`config.mk`:
```
export PLATFORM = sky130hd
export DESIGN_NAME = io_arbiter
export DESIGN_NICKNAME = d
export VERILOG_FILES = /design/src/rtl/io_arbiter.sv
export SDC_FILE = /design/constraint.sdc
export NUM_CORES = 1
export LEC_CHECK = 0
export CORE_AREA = 2 2 181 183
export DETAILED_ROUTE_END_ITERATION = 6
export DIE_AREA = 0 0 183 185
export MAX_ROUTING_LAYER = met4
export PLACE_DENSITY = 0.51
export SETUP_SLACK_MARGIN = 0.02
export SYNTH_ARGS = -nofsm -noshare
export SYNTH_HDL_FRONTEND = slang
export SYNTH_SLANG_ARGS = --single-unit
```
`constraint.sdc`:
```
create_clock -name clk -period 3 [get_ports clk]
set_input_delay 0.45 -clock clk [delete_from_list [all_inputs] [get_ports clk]]
set_output_delay 0.45 -clock clk [all_outputs]
set_load 0.005 [all_outputs]
```
`src/rtl/io_arbiter.sv`:
```
// io_arbiter: round-robin arbiter sharing one IO device between NREQ requesters.
// Four-state FSM: IDLE select, ISSUE strobe, WAIT for ready/timeout, RESP done.
module io_arbiter #(
  parameter int NREQ    = 4,
  parameter int TIMEOUT = 16
) (
  input  logic                 clk,
  input  logic                 reset,
  input  logic [NREQ-1:0]      req,
  input  logic [NREQ-1:0]      req_write,
  input  logic [NREQ*64-1:0]   req_wdata,
  output logic [NREQ-1:0]      grant,
  output logic [NREQ-1:0]      done,
  output logic                 err,
  output logic [63:0]          rdata,
  output logic [63:0]          dev_in_data,
  output logic                 dev_in_signal,
  output logic                 dev_out_signal,
  input  logic                 dev_in_ready,
  input  logic                 dev_out_ready,
  input  logic [63:0]          dev_out_data
);

  localparam int IW = (NREQ > 1) ? $clog2(NREQ) : 1;

  typedef enum logic [1:0] {
    IDLE,
    ISSUE,
    WAIT,
    RESP
  } state_t;

  state_t          state;
  state_t          state_nxt;
  logic [IW-1:0]   idx;
  logic [IW-1:0]   last;
  logic [IW-1:0]   sel;
  logic            found;
  logic            sel_wr;
  logic [63:0]     sel_wdata;
  logic            wr;
  logic [7:0]      timer;
  logic            ready_sel;
  logic            tmo;
  logic [NREQ-1:0] own;

  assign ready_sel = wr ? dev_in_ready : dev_out_ready;
  assign tmo       = (timer == 8'(TIMEOUT - 1));
  assign own       = NREQ'(1) << idx;

  // Round-robin search starting just after the last served requester.
  always_comb begin
    logic [IW-1:0] c;
    found = 1'b0;
    sel   = '0;
    c     = '0;
    for (int k = 1; k <= NREQ; k++) begin
      c = IW'((int'(last) + k) % NREQ);
      if (!found && req[c]) begin
        found = 1'b1;
        sel   = c;
      end
    end
  end

  // Pick direction and write data of the selected requester.
  always_comb begin
    sel_wr    = 1'b0;
    sel_wdata = '0;
    for (int i = 0; i < NREQ; i++) begin
      if (sel == IW'(i)) begin
        sel_wr    = req_write[i];
        sel_wdata = req_wdata[64*i +: 64];
      end
    end
  end

  // Next-state logic.
  always_comb begin
    state_nxt = state;
    unique case (state)
      IDLE:    if (found) state_nxt = ISSUE;
      ISSUE:   state_nxt = WAIT;
      WAIT:    if (ready_sel || tmo) state_nxt = RESP;
      RESP:    state_nxt = IDLE;
      default: state_nxt = IDLE;
    endcase
  end

  // State register.
  always_ff @(posedge clk) begin
    if (reset) state <= IDLE;
    else       state <= state_nxt;
  end

  // Transaction latches, timer, response capture and round-robin pointer.
  always_ff @(posedge clk) begin
    if (reset) begin
      idx         <= '0;
      last        <= IW'(NREQ - 1);
      wr          <= 1'b0;
      timer       <= '0;
      err         <= 1'b0;
      rdata       <= '0;
      dev_in_data <= '0;
    end else begin
      unique case (state)
        IDLE: begin
          if (found) begin
            idx         <= sel;
            wr          <= sel_wr;
            dev_in_data <= sel_wdata;
          end
        end
        ISSUE: timer <= '0;
        WAIT: begin
          if (ready_sel) begin
            err <= 1'b0;
            if (!wr) rdata <= dev_out_data;
          end else if (tmo) begin
            err <= 1'b1;
          end else begin
            timer <= timer + 8'd1;
          end
        end
        RESP: last <= idx;
        default: ;
      endcase
    end
  end

  // Outputs decoded from the state register and the latched owner.
  always_comb begin
    grant          = (state == ISSUE || state == WAIT) ? own : '0;
    done           = (state == RESP) ? own : '0;
    dev_in_signal  = (state == ISSUE) && wr;
    dev_out_signal = (state == ISSUE) && !wr;
  end

endmodule

```
; Word level (Yosys, flattened, before mapping)
; Index checks and enable logic that the tools add are counted.
[totals]
wordCells = 85
register_bits = 144
[op_classes]
n_reduce_logical = 20
n_eq_ne = 11
order_cmp = 4
shifts = 1
muxes = 35
bitwise = 1
add_sub_neg = 5
[ops]
columns = operator, count
row1 = two-way mux 64 bit, 4
row2 = two-way mux 8 bit, 2
row3 = case mux 8 bit (2 select lines), 1
row4 = two-way mux 1 bit, 15
row5 = "< comparator 2 x 3 -> 1 bit, second input constant", 4
row6 = two-way mux 2 bit, 6
row7 = "adder 8 x 1 -> 8 bit, second input constant", 1
row8 = binary-select mux 1 bit (select 2 bit), 4
row9 = "equality test 2 bit, second input constant", 4
row10 = "equality test 8 x 4 -> 1 bit, second input constant", 1
row11 = two-way mux 4 bit, 2
row12 = "inequality test 2 bit, second input constant", 4
row13 = case mux 2 bit (4 select lines), 1
row14 = AND reduction 2 bit, 3
row15 = AND reduction 3 bit, 2
row16 = logical AND 1 bit, 5
row17 = "adder 2 x 1 -> 2 bit, second input constant", 2
row18 = "adder 2 bit, second input constant", 2
row19 = "equality test 2 x 1 -> 1 bit, second input constant", 2
row20 = logical NOT 1 bit, 4
row21 = logical NOT 2 bit, 2
row22 = nonzero test 2 bit, 2
row23 = "left shift 1 x 2 -> 4 bit, first input constant", 1
row24 = logical OR 1 bit, 2
row25 = inverter 1 bit, 1

; Longest topological paths before layout
[logic_depth]
ltp_word = 18
depth_mapped = 8
depth_no_buf = 7

; Least setup slack after synthesis
; No wires, ideal clock.
[synth_timing]
path_type = input-to-reg
from = in req[3]
to = reg dev_in_data[41]
path_stages = 6
slack_ns = 1.322
t_arrival_ns = 1.540
setup_time_ns = 0.138
cell_sequence = nor4_4 > nor2b_4 > and2_1 > nand2b_1 > clkbuf_1 > o221ai_1
[synth_via]
elab_chain_cells = 17
word_cells_on_any_way = 31
classes_between = 3 x eq/ne / 20 x mux / 8 x reduce/logical
[synth_lines]
columns = item, line
row1 = "start, declared", 9  ; input logic [NREQ-1:0] req,
row2 = binary-select mux 1 bit (select 2 bit), 59  ; if (!found && req[c]) begin
row3 = two-way mux 1 bit (implied by the code), 59
row4 = two-way mux 1 bit, 59
row5 = logical NOT 1 bit, 59
row6 = logical AND 1 bit, 59
row7 = two-way mux 1 bit, 59
row8 = logical NOT 1 bit, 59
row9 = logical AND 1 bit, 59
row10 = two-way mux 1 bit, 59
row11 = logical NOT 1 bit, 59
row12 = logical AND 1 bit, 59
row13 = two-way mux 2 bit, 59
row14 = logical NOT 2 bit, 71  ; if (sel == IW'(i)) begin
row15 = two-way mux 64 bit (4 in a row), 71
row16 = "end signal, assigned", 112  ; dev_in_data <= sel_wdata;
row17 = "end, declared", 16  ; output logic [63:0] dev_in_data,
; Parallel ways exist; a longest one is shown, timed or not. The select of a mux whose other input is x is not followed.
; A chain may end at the register's enable or synchronous reset.

; Final worst setup path
[layout_timing]
from = reg state[0]
to = out grant[0]
[layout_via]
elab_chain_cells = 3
word_cells_on_any_way = 4
classes_between = 2 x eq/ne / 1 x mux / 1 x reduce/logical
[layout_lines]
columns = item, line
row1 = "start, declared", 33  ; state_t state;
row2 = "start signal, assigned", 93  ; else state <= state_nxt;
row3 = equality test 2 x 1 -> 1 bit / equality test 2 bit (equally long branches), 134  ; grant = (state == ISSUE || state == WAIT) ? own : '0;
row4 = logical OR 1 bit *, 134
row5 = two-way mux 4 bit *, 134
row6 = "end, declared", 12  ; output logic [NREQ-1:0] grant,
; Every way passes the cells marked *; elsewhere a longest branch is shown, timed or not.

==> impl_metrics.env <==
export IMPL_max_slew_margin_rel=0.438
export IMPL_slowest_stage="clkdlybuf4s50_1"
export IMPL_coreArea_mm2=0.0320
export IMPL_dr_first_iter_drc_count=300
export IMPL_stdcell_count=1628
export IMPL_netlist_area_mm2=0.00682
export IMPL_outcome="complete, no violations"
export IMPL_required_ns=2.55
export IMPL_cts_buffers_inserted=17
export IMPL_hold_viol=0
export IMPL_placed_area_mm2=0.0120
export IMPL_vias=7322
export IMPL_clockRootBuffer="clkbuf_16"
export IMPL_critPathBufInv=2
export IMPL_worstSetupPathType="reg2out"
export IMPL_dp_hpwl_um=24500
export IMPL_rsz0062_at_grt="no"
export IMPL_antenna_found_initial=5
export IMPL_postCtsHoldBufs=0
export IMPL_post_cts_buffers=0
export IMPL_viasPerCell=4.50
export IMPL_rr_worst_depth=7
export IMPL_yosys_warnings=0
export IMPL_finish_utilization=0.393
export IMPL_fill_cells=3212
export IMPL_leakagePower_nw=4.68
export IMPL_nets=1542
export IMPL_worst_slew_pin_slew_ns=0.842
export IMPL_cp_top_family="buffers and inverters"
export IMPL_crit_path_start="state[0]"
export IMPL_gp_congestion=0.841
export IMPL_h_tree_depth=4
export IMPL_grt_max_degree=73
export IMPL_reg2reg_slack_ns=0.93
export IMPL_drv_slew=0
export IMPL_portBuffers=470
export IMPL_clock_fmax_ghz=0.356
export IMPL_post_route_cells_drive_above_1_share=0.0609
export IMPL_wirelength_um=31600
export IMPL_r2r_start="state[0]"
export IMPL_worstSetupEndpointType="primary output"
export IMPL_cp_max_fo=5
export IMPL_first_global_vias=7337
export IMPL_avgSynthCellArea_um2=9.11
export IMPL_peakVddDrop_v=0.000301
export IMPL_cts_clk_slew_worst_paths_ns=0.07
export IMPL_slowest_delay_ns=0.62
export IMPL_ant_nets=0
export IMPL_yosysUniqueCellTypes=42
export IMPL_critPathArrivalTime_ns=2.36
export IMPL_synth_seq_cells=144
export IMPL_first_pass_iters=4
export IMPL_hold_ws_ns=0.378
export IMPL_finalSetupViolCount=0
export IMPL_drc=0
export IMPL_cp_start_kind="flop"
export IMPL_die_h_um=185
export IMPL_cts_tree="yes"
export IMPL_place_inst=1593
export IMPL_period_needed_ns=2.81
export IMPL_synth_edf_count=0
export IMPL_ctsResizeCount=0
export IMPL_synthCells=749
export IMPL_cp_endpoint="grant[0]"
export IMPL_crit_chain="inv_1 > ha_1 > nor3b_1 > clkdlybuf4s50_1"
export IMPL_die_x_um=183
export IMPL_pwr_density_cell_mw_per_mm2=646
export IMPL_clk_path_buf_depth=2
export IMPL_r2r_end="rdata[30]"
export IMPL_post_drt_wl_per_cell_um=19.4
export IMPL_syn_nets=1087
export IMPL_grt_pass1_wl_um=45500
export IMPL_cp_depth=4
export IMPL_clock_skew_ns=0.0131
export IMPL_synth_seq_area_share=0.423
export IMPL_setup_tns_ns=0
export IMPL_dieArea_mm2=0.0339
export IMPL_grt_use_total=0.185
export IMPL_overflow=0
export IMPL_rows=66
export IMPL_clock_sinks=144
export IMPL_maxCapViolations=0
export IMPL_synth_top_flop_cell="dfxtp_1"
export IMPL_finalCritPeriodShare=0.937
export IMPL_syn2layout_area_growth_pct=84.7
export IMPL_io_pins=471
export IMPL_clock_latency_ns=0.43
export IMPL_hp_class="in2reg"
export IMPL_initial_core_util=0.213
export IMPL_postLayoutCellArea_mm2=0.0126
export IMPL_async_flop_share=0
==> layout make-up <==
type | instances | area, µm² | share of cell area
antenna | 4 | 10.0 | 0.000795
clock buffer | 17 | 425 | 0.0338
clock inverter | 14 | 145 | 0.0115
inverter | 5 | 18.8 | 0.00149
multi-input combinational | 541 | 3590 | 0.285
sequential | 144 | 2880 | 0.229
tap | 408 | 510 | 0.0405
timing repair buffer | 495 | 5010 | 0.398
==> logic make-up (layout without fill, tap and decap cells) <==
logic type	Yosys count	count (layout)	synth area share
flip-flops	144	144	0.423
AO/OA/AOI/OAI	144	144	0.152
adder cells (fa/ha/maj)	6	6	0.0110
multiplexers	136	136	0.200
AND/OR/NAND/NOR	250	250	0.154
other	0	4	0
XOR/XNOR	5	5	0.00642
buffers and inverters	64	531	0.0534
==> flip-flops by register name (all words and copies together) (netlist names) <==
register	cells
timer	8
idx	2
dev_in_data	64
wr	1
state	2
last	2
err	1
rdata	64
==> where the power goes <==
group / internal (W) / switching, W / total (W)
logic: 0.00188 / 0.00146 / 0.00334
registers: 0.00237 / 0.000288 / 0.00265
clock network: 0.00117 / 0.000972 / 0.00214
total: 0.00542 / 0.00272 / 0.00813
==> synth_stat cells, types with 2 or more instances <==
library cell	instances	area (µm²)
clkbuf_1	31	116
buf_6	11	124
and2_1	2	12.5
nor2b_1	2	12.5
o221ai_1	65	569
nor2_1	17	63.8
and3_1	3	18.8
dfxtp_1	144	2880
xor2_1	5	43.8
nor3_1	2	10.0
nand3_1	4	20.0
nor3b_1	2	15.0
nand2b_1	4	25.0
a21oi_1	68	340
buf_4	8	60.1
inv_1	5	18.8
ha_1	6	75.1
nand2_1	203	762
buf_2	9	45.0
mux2i_1	136	1360
==> per-stage QoR <==
step	setup WS (ns)	total power (W)
2_1_floorplan	1.32	0.00413
3_3_place_gp	0.364	0.00605
3_5_place_dp	0.318	0.00607
4_1_cts	0.0879	0.00827
5_1_grt	0.0425	0.00861
6_report	0.189	0.00813
==> layer usage <==
layer / wire length (µm) / global-route usage
met5: 0 / -
met4: 600 / 0.0560
met3: 2720 / 0.0584
met2: 15800 / 0.316
met1: 12500 / 0.208
==> placed cells by master, fill, tap and decap left out, types with 3 or more instances in the layout <==
cell	n
buf_12	10
and3_1	3
nand2_1	202
inv_1	5
o221ai_1	65
xor2_1	5
buf_4	15
a21oi_1	68
inv_6	5
dfxtp_1	144
diode_2	4
nor2_1	16
clkinvlp_4	5
clkdlybuf4s50_1	469
mux2i_1	136
clkbuf_16	17
inv_8	3
ha_1	6
nand2b_1	3
nand3_1	4
==> worst min-delay path: stages <==
cell	delay, ns
buf_2	0.14
inv_1	0.10
nand2_1	0.06
==> worst min-delay path by stage <==
| stage | startpoint | to | slack [ns] | cells past startpoint |
|---|---|---|---|---|
| global route | reset | last[0] | 0.38 | 3 |
| floorplan | last[0] | last[0] | 0.45 | 2 |
| CTS | reset | last[0] | 0.37 | 3 |
| detailed placement | dev_in_data[56] | dev_in_data[56] | 0.45 | 2 |
| finish | reset | last[0] | 0.38 | 3 |
| global placement | rdata[24] | rdata[24] | 0.44 | 2 |
Note: power is estimated with default switching activity, not from simulation.
